`src/rtl/vmode_pkg.sv`:
```
// Shared timing defaults and scan-region classification for the video scan-out path.
package vmode_pkg;

    // Default 320x200 timing (pixel clocks per horizontal region, lines per vertical region)
    localparam int   DEF_H_ACTIVE      = 32'sd320;
    localparam int   DEF_H_FRONT       = 32'sd8;
    localparam int   DEF_H_SYNC        = 32'sd32;
    localparam int   DEF_H_BACK        = 32'sd40;
    localparam int   DEF_V_ACTIVE      = 32'sd200;
    localparam int   DEF_V_FRONT       = 32'sd3;
    localparam int   DEF_V_SYNC        = 32'sd6;
    localparam int   DEF_V_BACK        = 32'sd16;
    localparam logic DEF_SYNC_POL      = 1'b0;
    localparam int   DEF_RDATA_LATENCY = 32'sd1;

    // Position of a counter within one axis of the raster
    typedef enum logic [1:0] {
        ACTIVE = 2'd0,
        FRONT  = 2'd1,
        SYNC   = 2'd2,
        BACK   = 2'd3
    } region_e;

    // Classify a counter value; regions follow ACTIVE, FRONT, SYNC, BACK in order
    function automatic region_e axis_region(
        input logic [9:0] cnt,
        input logic [9:0] active_len,
        input logic [9:0] front_len,
        input logic [9:0] sync_len
    );
        region_e region;
        if (cnt < active_len) begin
            region = ACTIVE;
        end else if (cnt < (active_len + front_len)) begin
            region = FRONT;
        end else if (cnt < (active_len + front_len + sync_len)) begin
            region = SYNC;
        end else begin
            region = BACK;
        end
        return region;
    endfunction

endpackage

```
`src/rtl/vmode_delay.sv`:
```
// Fixed-depth shift register with synchronous clear; DEPTH of zero is a wire.
module vmode_delay
    import vmode_pkg::*;
#(
    parameter int WIDTH = 32'sd1,
    parameter int DEPTH = 32'sd1
) (
    input  logic             i_clock,
    input  logic             i_clear,
    input  logic [WIDTH-1:0] i_data,
    output logic [WIDTH-1:0] o_data
);

    generate
        if (DEPTH == 32'sd0) begin : g_bypass
            logic unused_bypass_s;
            assign unused_bypass_s = i_clock ^ i_clear;
            assign o_data          = i_data;
        end else begin : g_shift
            logic [WIDTH-1:0] stage_r [DEPTH];

            // Advance the pipeline one stage per clock; clear empties every stage at once
            always_ff @(posedge i_clock) begin
                if (i_clear) begin
                    for (int i = 32'sd0; i < DEPTH; i++) begin
                        stage_r[i] <= '0;
                    end
                end else begin
                    stage_r[0] <= i_data;
                    for (int i = 32'sd1; i < DEPTH; i++) begin
                        stage_r[i] <= stage_r[i-1];
                    end
                end
            end

            assign o_data = stage_r[DEPTH-1];
        end
    endgenerate

endmodule

```
`src/rtl/vmode_scanout.sv`:
```
// Raster scan-out: walks the frame, requests pixels, and re-aligns sync/enable
// with the returned pixel data so every output describes the same pixel.
module vmode_scanout
    import vmode_pkg::*;
#(
    parameter int   H_ACTIVE      = DEF_H_ACTIVE,
    parameter int   H_FRONT       = DEF_H_FRONT,
    parameter int   H_SYNC        = DEF_H_SYNC,
    parameter int   H_BACK        = DEF_H_BACK,
    parameter int   V_ACTIVE      = DEF_V_ACTIVE,
    parameter int   V_FRONT       = DEF_V_FRONT,
    parameter int   V_SYNC        = DEF_V_SYNC,
    parameter int   V_BACK        = DEF_V_BACK,
    parameter logic SYNC_POL      = DEF_SYNC_POL,
    parameter int   RDATA_LATENCY = DEF_RDATA_LATENCY
) (
    input  logic        i_clock,
    input  logic        i_reset_n,
    input  logic        i_enable,
    output logic        o_video_request,
    output logic [8:0]  o_video_pos_x,
    output logic [8:0]  o_video_pos_y,
    input  logic [31:0] i_video_rdata,
    output logic        o_hsync,
    output logic        o_vsync,
    output logic        o_data_enable,
    output logic [23:0] o_rgb,
    output logic        o_frame_start
);

    localparam logic [9:0] H_ACT_C   = 10'(H_ACTIVE);
    localparam logic [9:0] H_FRT_C   = 10'(H_FRONT);
    localparam logic [9:0] H_SYN_C   = 10'(H_SYNC);
    localparam logic [9:0] H_TOTAL_C = 10'(H_ACTIVE + H_FRONT + H_SYNC + H_BACK);
    localparam logic [9:0] V_ACT_C   = 10'(V_ACTIVE);
    localparam logic [9:0] V_FRT_C   = 10'(V_FRONT);
    localparam logic [9:0] V_SYN_C   = 10'(V_SYNC);
    localparam logic [9:0] V_TOTAL_C = 10'(V_ACTIVE + V_FRONT + V_SYNC + V_BACK);

    logic [9:0] h_count_r, v_count_r;
    logic [9:0] h_next_s, v_next_s;
    region_e    h_region_s, v_region_s;
    logic       active_s;

    // Stage 0: request side, all describing the pixel currently being requested
    logic       request_r;
    logic [8:0] pos_x_r, pos_y_r;
    logic       hsync_act_r, vsync_act_r, frame_start_r;

    logic       clear_s;
    logic [3:0] timing_s, aligned_s;

    logic        hsync_r, vsync_r, data_enable_r, frame_start_out_r;
    logic [23:0] rgb_r;

    logic unused_rdata_s;
    assign unused_rdata_s = ^i_video_rdata[31:24];

    assign h_region_s = axis_region(h_count_r, H_ACT_C, H_FRT_C, H_SYN_C);
    assign v_region_s = axis_region(v_count_r, V_ACT_C, V_FRT_C, V_SYN_C);
    assign active_s   = (h_region_s == ACTIVE) && (v_region_s == ACTIVE);

    // Next scan position: step along the line, advance the row only on line wrap
    always_comb begin
        h_next_s = h_count_r;
        v_next_s = v_count_r;
        if (h_count_r == (H_TOTAL_C - 10'd1)) begin
            h_next_s = 10'd0;
            if (v_count_r == (V_TOTAL_C - 10'd1)) begin
                v_next_s = 10'd0;
            end else begin
                v_next_s = v_count_r + 10'd1;
            end
        end else begin
            h_next_s = h_count_r + 10'd1;
        end
    end

    // Scan counters and request-side timing; disable parks the raster at (0,0)
    always_ff @(posedge i_clock) begin
        if (!i_reset_n || !i_enable) begin
            h_count_r     <= 10'd0;
            v_count_r     <= 10'd0;
            request_r     <= 1'b0;
            pos_x_r       <= 9'd0;
            pos_y_r       <= 9'd0;
            hsync_act_r   <= 1'b0;
            vsync_act_r   <= 1'b0;
            frame_start_r <= 1'b0;
        end else begin
            h_count_r     <= h_next_s;
            v_count_r     <= v_next_s;
            request_r     <= active_s;
            pos_x_r       <= active_s ? h_count_r[8:0] : 9'd0;
            pos_y_r       <= active_s ? v_count_r[8:0] : 9'd0;
            hsync_act_r   <= (h_region_s == SYNC);
            vsync_act_r   <= (v_region_s == SYNC);
            frame_start_r <= active_s && (h_count_r == 10'd0) && (v_count_r == 10'd0);
        end
    end

    // Hold timing flags for the read latency so they meet the returned pixel data;
    // only reset clears it, so a disable lets in-flight pixels drain out
    assign clear_s  = !i_reset_n;
    assign timing_s = {hsync_act_r, vsync_act_r, request_r, frame_start_r};

    vmode_delay #(
        .WIDTH (32'sd4),
        .DEPTH (RDATA_LATENCY)
    ) u_timing_delay (
        .i_clock (i_clock),
        .i_clear (clear_s),
        .i_data  (timing_s),
        .o_data  (aligned_s)
    );

    // Output register: capture pixel colour and apply sync polarity in one stage
    always_ff @(posedge i_clock) begin
        if (!i_reset_n) begin
            hsync_r           <= ~SYNC_POL;
            vsync_r           <= ~SYNC_POL;
            data_enable_r     <= 1'b0;
            rgb_r             <= 24'd0;
            frame_start_out_r <= 1'b0;
        end else begin
            hsync_r           <= aligned_s[3] ? SYNC_POL : ~SYNC_POL;
            vsync_r           <= aligned_s[2] ? SYNC_POL : ~SYNC_POL;
            data_enable_r     <= aligned_s[1];
            rgb_r             <= aligned_s[1] ? i_video_rdata[23:0] : 24'd0;
            frame_start_out_r <= aligned_s[0];
        end
    end

    assign o_video_request = request_r;
    assign o_video_pos_x   = pos_x_r;
    assign o_video_pos_y   = pos_y_r;
    assign o_hsync         = hsync_r;
    assign o_vsync         = vsync_r;
    assign o_data_enable   = data_enable_r;
    assign o_rgb           = rgb_r;
    assign o_frame_start   = frame_start_out_r;

endmodule

```
`config.mk`:
```
export PLATFORM = sky130hd
export DESIGN_NAME = vmode_scanout
export DESIGN_NICKNAME = d
export VERILOG_FILES = /design/src/rtl/vmode_pkg.sv /design/src/rtl/vmode_delay.sv /design/src/rtl/vmode_scanout.sv
export SDC_FILE = /design/constraint.sdc
export NUM_CORES = 1
export LEC_CHECK = 0
export ABC_AREA = 1
export BUFFER_PORTS_ARGS = -buffer_cell sky130_fd_sc_hd__buf_2
export CAP_MARGIN = 20
export CELL_PAD_IN_SITES_DETAIL_PLACEMENT = 0
export CELL_PAD_IN_SITES_GLOBAL_PLACEMENT = 1
export CORE_MARGIN = 2
export CORE_UTILIZATION = 33
export CTS_CLUSTER_DIAMETER = 30
export DETAILED_ROUTE_END_ITERATION = 8
export PLACE_DENSITY = 0.84
export SLEW_MARGIN = 20
export SYNTH_ARGS = -nofsm -noshare
export SYNTH_HDL_FRONTEND = slang
export SYNTH_HIERARCHICAL = 1
export SYNTH_SLANG_ARGS = --single-unit
```
`constraint.sdc`:
```
create_clock -name i_clock -period 1.2 [get_ports i_clock]
set_input_delay 0.24 -clock i_clock [delete_from_list [all_inputs] [get_ports i_clock]]
set_output_delay 0.24 -clock i_clock [all_outputs]
set_load 0.05 [all_outputs]
```
==> impl_metrics.ini, run 1 <==
[timing]
whs_ns = 0.09539
hold_viol_final = 0
finalClockSkew_ns = 0.01262
setup_slack_ns = -0.1578
setup_viol = 20
period_needed_ns = 1.358
clock.fmax_ghz = 0.7365
final.setup.tns_ns = -2.822
drv_slew = 0
post-route-period-util_pct = 113.1
rsz0062_at_grt = true

[synthesis]
synth_most_common_cell = dfxtp_1
yosys.area.top_type_share_pct = 54.04
synth_top_cells_by_area = dfxtp_1 54%, inv_1 8.4%, nor2_1 8.1%, nand2_1 6.7%, nand3_1 4.0%
syn_area_sq_um = 2741
synth_flop_cell = dfxtp_1
synthArstFlopShare_pct = 0
synth_seq_cells = 74
postSynthAreaPerCell_sq_um = 8.039
yosysTopAreaCell = dfxtp_1
synthesis.nets = 381
synth-edff-count = 0
synth_commonest_cells = 74 x dfxtp_1, 61 x inv_1, 59 x nor2_1
synth_cell_types = 26
synth_warnings = 6
syn_inst = 341
seq_area_frac_synth_pct = 54.04

[power]
finalPower_w = 0.004556
power_density_nw_per_um2 = 1084
sequentialPowerShare_pct = 54.6
p_clk_share_pct = 38.6
ir_worst_vdd_mv = 0.4126
leakagePower_nw = 2.101
p_sw_w = 0.001148
power_frac_comb_pct = 6.8
p_sw_share_pct = 25.20
intPower_w = 0.003408

[detailed_routing]
ant_nets = 0
drt-pass1-iter-count = 4
routedWlPerCell_um = 11.16
drc_errors = 0
drt_iter0_drc = 90
vias_per_cell = 4.265
via_count = 2529
wl_um = 6615

[worst_setup_path]
rr_startpoint = h_count_r[0]
critPathKind = reg -> reg
crit_arrival_ns = 1.59
worstPathMaxFanout = 4
critPathLaunchType = register
critPathCaptureType = register
crit_path_start = h_count_r[0]
critPathRequiredTime_ns = 1.43

[cts]
worstSkewPairLatency_ns = 0.35
hold_buffers = 0
clock-sinks = 74
cts_tree = built
cts_buffer_depth = 2
clk_pin_slew_ns = 0.08
h-tree-depth = 3
numCtsBuffers = 9
ctsRootBufferMaster = clkbuf_8

[cells_and_area]
final_nets = 523
drive_gt1_share_pct = 48.57
antenna_cells = 0
area_growth_pct = 53.31
fin_area_sq_um = 4203

[placement]
place_area_sq_um = 3627
port_buffers = 73
dpl.hpwl_um = 4459
place_congestion = 0.8356

[die]
fp.coreArea_sq_um = 8134
die_x_um = 95.15
die_height_um = 95.15
die-area_sq_um = 9053
core.rowCount = 33
initial_core_util_pct = 33.70
ios = 82

[min_path]
min-delay-start = i_video_rdata[15]
hold_path_class = in -> reg

[global_route]
grt_pass1_wl_um = 9901
grt_pass1_vias = 2229
grt_usage_pct = 14.33
grt.overflow.total = 0
antenna_found_initial = 0
grt_start_max_net_pins = 26

[job]
drv_cap = 0

[outcome]
status = finished with violations
violations = setup timing
==> layer usage <==
| metal | track usage [%] | vias up | routed length, um |
|---|---|---|---|
| li1 | - | 1321 | - |
| met1 | 15.84 | 1113 | 2836 |
| met2 | 24.77 | 78 | 3087 |
| met3 | 2.925 | 17 | 444 |
| met4 | 9.420 | 0 | 247 |
| met5 | 0 | - | 0 |
==> state kept, by name, indices dropped and copies added (netlist names), 4 cells and up <==
| register | count |
|---|---|
| o_rgb | 24 |
| o_video_pos_y | 9 |
| h_count_r | 10 |
| o_video_pos_x | 9 |
| u_timing_delay/g_shift.stage_r | 4 |
| v_count_r | 10 |
==> kinds of logic (layout without fill, tap and decap cells) <==
kind of cell / Yosys count / in the layout / share of synthesized area [%]
flops: 74 / 74 / 54.04
fa+ha+maj: 5 / 5 / 2.282
simple gates: 168 / 171 / 28.84
compound gates: 19 / 19 / 3.743
other cells: 1 / 1 / 0.1368
buf+inv: 74 / 218 / 10.95
==> placed cells by master (no fill, tap or decap), drive strengths merged <==
cell      Yosys  final
nor3          3      3
ha            5      5
nand3        24     24
nand2        54     57
nor3b         3      3
a31oi         1      1
nor2         74     74
o31ai         1      1
dfxtp        74     74
clkinvlp      0      1
clkinv        0      3
buf           3    127
a21oi         9      9
clkbuf        2     17
nand4         9      9
o21ai         8      8
inv          69     70
nor4          1      1
conb          1      1
==> worst max-delay path, stage by stage, from the launching register on <==
cell	delay, ns
dfxtp_2	0.36
ha_4	0.15
nand2_4	0.05
nor2_4	0.13
nand2_4	0.08
o21ai_4	0.25
buf_4	0.16
o21ai_0	0.06
==> stage by stage <==
step	instances	worst slack (ns)	util, %
floorplan	341	-0.05464	-
global placement	564	-0.1262	44.59
detailed placement	564	-0.1496	44.59
CTS	593	-0.1288	49.02
global route	593	-0.2298	51.67
finish	593	-0.1578	51.67
==> path summary, 6_finish.rpt <==
kind                        to  slack [ns]  cells past startpoint
setup / recovery  v_count_r[1]       -0.16                      7
setup reg to reg  v_count_r[1]       -0.16                      7
hold reg to reg        o_vsync        0.38                      1
hold / removal       o_rgb[15]         0.1                      3
==> what timing repair did <==
action                                  in CTS  in global routing
cloned                                       4                  0
endpoints found under the setup margin      38                 46
gates resized for setup                     20                 63
setup buffers                               10                  3
pin swaps                                    9                 16
==> layout make-up <==
| cell class | count | area [sq um] |
|---|---|---|
| clock buffers | 11 | 141.4 |
| clock inverters | 5 | 38.79 |
| fillers | 733 | 3931 |
| inverters | 69 | 264.0 |
| multi-input cells | 196 | 1264 |
| flip-flops and latches | 74 | 1500 |
| well taps | 105 | 131.4 |
| repair buffers | 133 | 863.3 |
==> power groups by stage <==
stage	Combinational, W	Sequential [W]	Clock [W]
6_report	0.000309	0.00249	0.00176
5_1_grt	0.000336	0.00249	0.00192
4_1_cts	0.000280	0.00249	0.00181
3_5_place_dp	0.000252	0.00255	0
3_3_place_gp	0.000248	0.00255	0
2_1_floorplan	0.0000847	0.00262	0
No activity file was read; power rests on OpenSTA's default activity.
==> inputs of run 2 (changes only) <==
--- a/config.mk
+++ b/config.mk
@@ -15,6 +15,7 @@
 export CTS_CLUSTER_DIAMETER = 30
 export DETAILED_ROUTE_END_ITERATION = 8
 export PLACE_DENSITY = 0.84
+export SKIP_LAST_GASP = 1
 export SLEW_MARGIN = 20
 export SYNTH_ARGS = -nofsm -noshare
 export SYNTH_HDL_FRONTEND = slang
==> impl_metrics.ini, run 2 (synthesis results as in run 1) <==
[detailed_routing]
routedWlPerCell_um = 11.21
drc_errors = 0
via_count = 2531
wl_um = 6649
drt-pass1-iter-count = 4
drt_iter0_drc = 78
ant_nets = 0
vias_per_cell = 4.268

[worst_setup_path]
crit_buf_inv = 1
critPathCaptureType = register
crit_arrival_ns = 1.59
slowest_stage = dfxtp_2
critPathKind = reg -> reg
crit_family = flip-flops
critPathMaxStageDelay_ns = 0.36
critPathLaunchType = register
crit_top_cell = nand2_4
reg2reg_depth = 7
rr_startpoint = h_count_r[0]
crit_path_start = h_count_r[0]
r2r_end = v_count_r[0]
worstPathMaxFanout = 4
crit_path_cell_trace = ha_4, nand2_4, nor2_4, nand2_4, o21ai_4, buf_4, o21ai_0
critPathRequiredTime_ns = 1.43
r2r_slack_ns = -0.16

[cells_and_area]
layout_common_cells = 67 x buf_2, 61 x dfxtp_1, 57 x inv_1
largest_reg_flops = 24
fin_cells = 593
final_nets = 523
drive_gt1_share_pct = 48.36
fillers = 734
antenna_cells = 0
area_growth_pct = 53.22
layout_commonest_cell = buf_2

[power]
p_sw_share_pct = 25.15
p_clk_share_pct = 38.6
finalPower_w = 0.004553
p_sw_w = 0.001145
power_frac_comb_pct = 6.8
power_density_nw_per_um2 = 1084
ir_worst_vdd_mv = 0.4052
intPower_w = 0.003408
leakagePower_nw = 2.102
sequentialPowerShare_pct = 54.6

[die]
die_x_um = 95.15
die-area_sq_um = 9053
fp.coreArea_sq_um = 8134
core.rowCount = 33
ios = 82
die_height_um = 95.15
initial_core_util_pct = 33.70

[global_route]
grt_pass1_wl_um = 9901
grt_usage_pct = 14.33
grt.overflow.total = 0
antenna_found_initial = 0
grt_pass1_vias = 2229
grt_start_max_net_pins = 26

[timing]
period_needed_ns = 1.361
final.setup.tns_ns = -2.885
clock.fmax_ghz = 0.7346
setup_viol = 20
relSlewSlack_pct = 66.62
finalClockSkew_ns = 0.01254
drv_slew = 0
worst_slew_pin_slew_ns = 0.5000
whs_ns = 0.09538
setup_slack_ns = -0.1612
rsz0062_at_grt = true
post-route-period-util_pct = 113.4
hold_viol_final = 0

[job]
drv_cap = 0

[placement]
port_buffers = 73
dp_slack_ns = -0.1496
dp.cells = 564
dpl.hpwl_um = 4459
place_congestion = 0.8356

[cts]
worstSkewPairLatency_ns = 0.35
cts_buffer_depth = 2
ctsRootBufferMaster = clkbuf_8
hold_buffers = 0
cts_tree = built
clock-sinks = 74
numCtsBuffers = 9
h-tree-depth = 3
clk_pin_slew_ns = 0.08

[outcome]
violations = setup timing
status = finished with violations

[min_path]
hold_path_class = in -> reg
min-delay-start = i_video_rdata[15]
holdPathStages = 3
hold_end = o_rgb[15]
[run 2: power by group through the flow]
stage	Sequential, W	Combinational (W)	Clock, W
finish	0.00249	0.000310	0.00176
global route	0.00249	0.000336	0.00192
CTS	0.00249	0.000280	0.00181
detailed placement	0.00255	0.000252	0
global placement	0.00255	0.000248	0
floorplan	0.00262	0.0000847	0
[run 2: final cells by class]
type,instances,area (sq um),area share (%)
clock buffer,11,141.4,3.366
clock inverter,5,38.79,0.9234
inverter,69,264.0,6.285
multi-input combinational,196,1261,30.03
sequential,74,1500,35.72
tap,105,131.4,3.128
timing repair buffer,133,863.3,20.55
[run 2: metal layers]
metal	vias up	routed length [um]	GRT usage, %
li1	1319	-	-
met1	1113	2849	15.84
met2	82	3141	24.77
met3	17	440	2.925
met4	0	216	9.420
met5	-	0	0
[run 2: worst max-delay path by stage]
stage              endpoint  slack [ns]  cells after the start
2_1_floorplan  h_count_r[3]       -0.05                      7
3_3_place_gp   h_count_r[4]       -0.13                      7
3_5_place_dp   h_count_r[7]       -0.15                      7
4_1_cts        h_count_r[2]       -0.13                      7
5_1_grt        v_count_r[7]       -0.23                      8
6_report       v_count_r[0]       -0.16                      7
[run 2: repair_timing]
item / CTS / global route
setup endpoints to repair: 38 / 46
pin swaps: 9 / 16
buffers inserted: 10 / 3
gates resized for setup: 20 / 62
cloned: 4 / 0
endpoints found under the hold margin: 0 / 0
[run 2: worst reg2reg max path, stage by stage (launching register included)]
cell	delay (ns)
dfxtp_2	0.36
ha_4	0.15
nand2_4	0.05
nor2_4	0.13
nand2_4	0.08
o21ai_4	0.25
buf_4	0.17
o21ai_0	0.06
[run 2: stage by stage]
step	area (sq um)	utilization (%)
5_1_grt	4200	51.64
6_report	4200	51.64
2_1_floorplan	2784	-
4_1_cts	3988	49.02
3_5_place_dp	3627	44.59
3_3_place_gp	3627	44.59
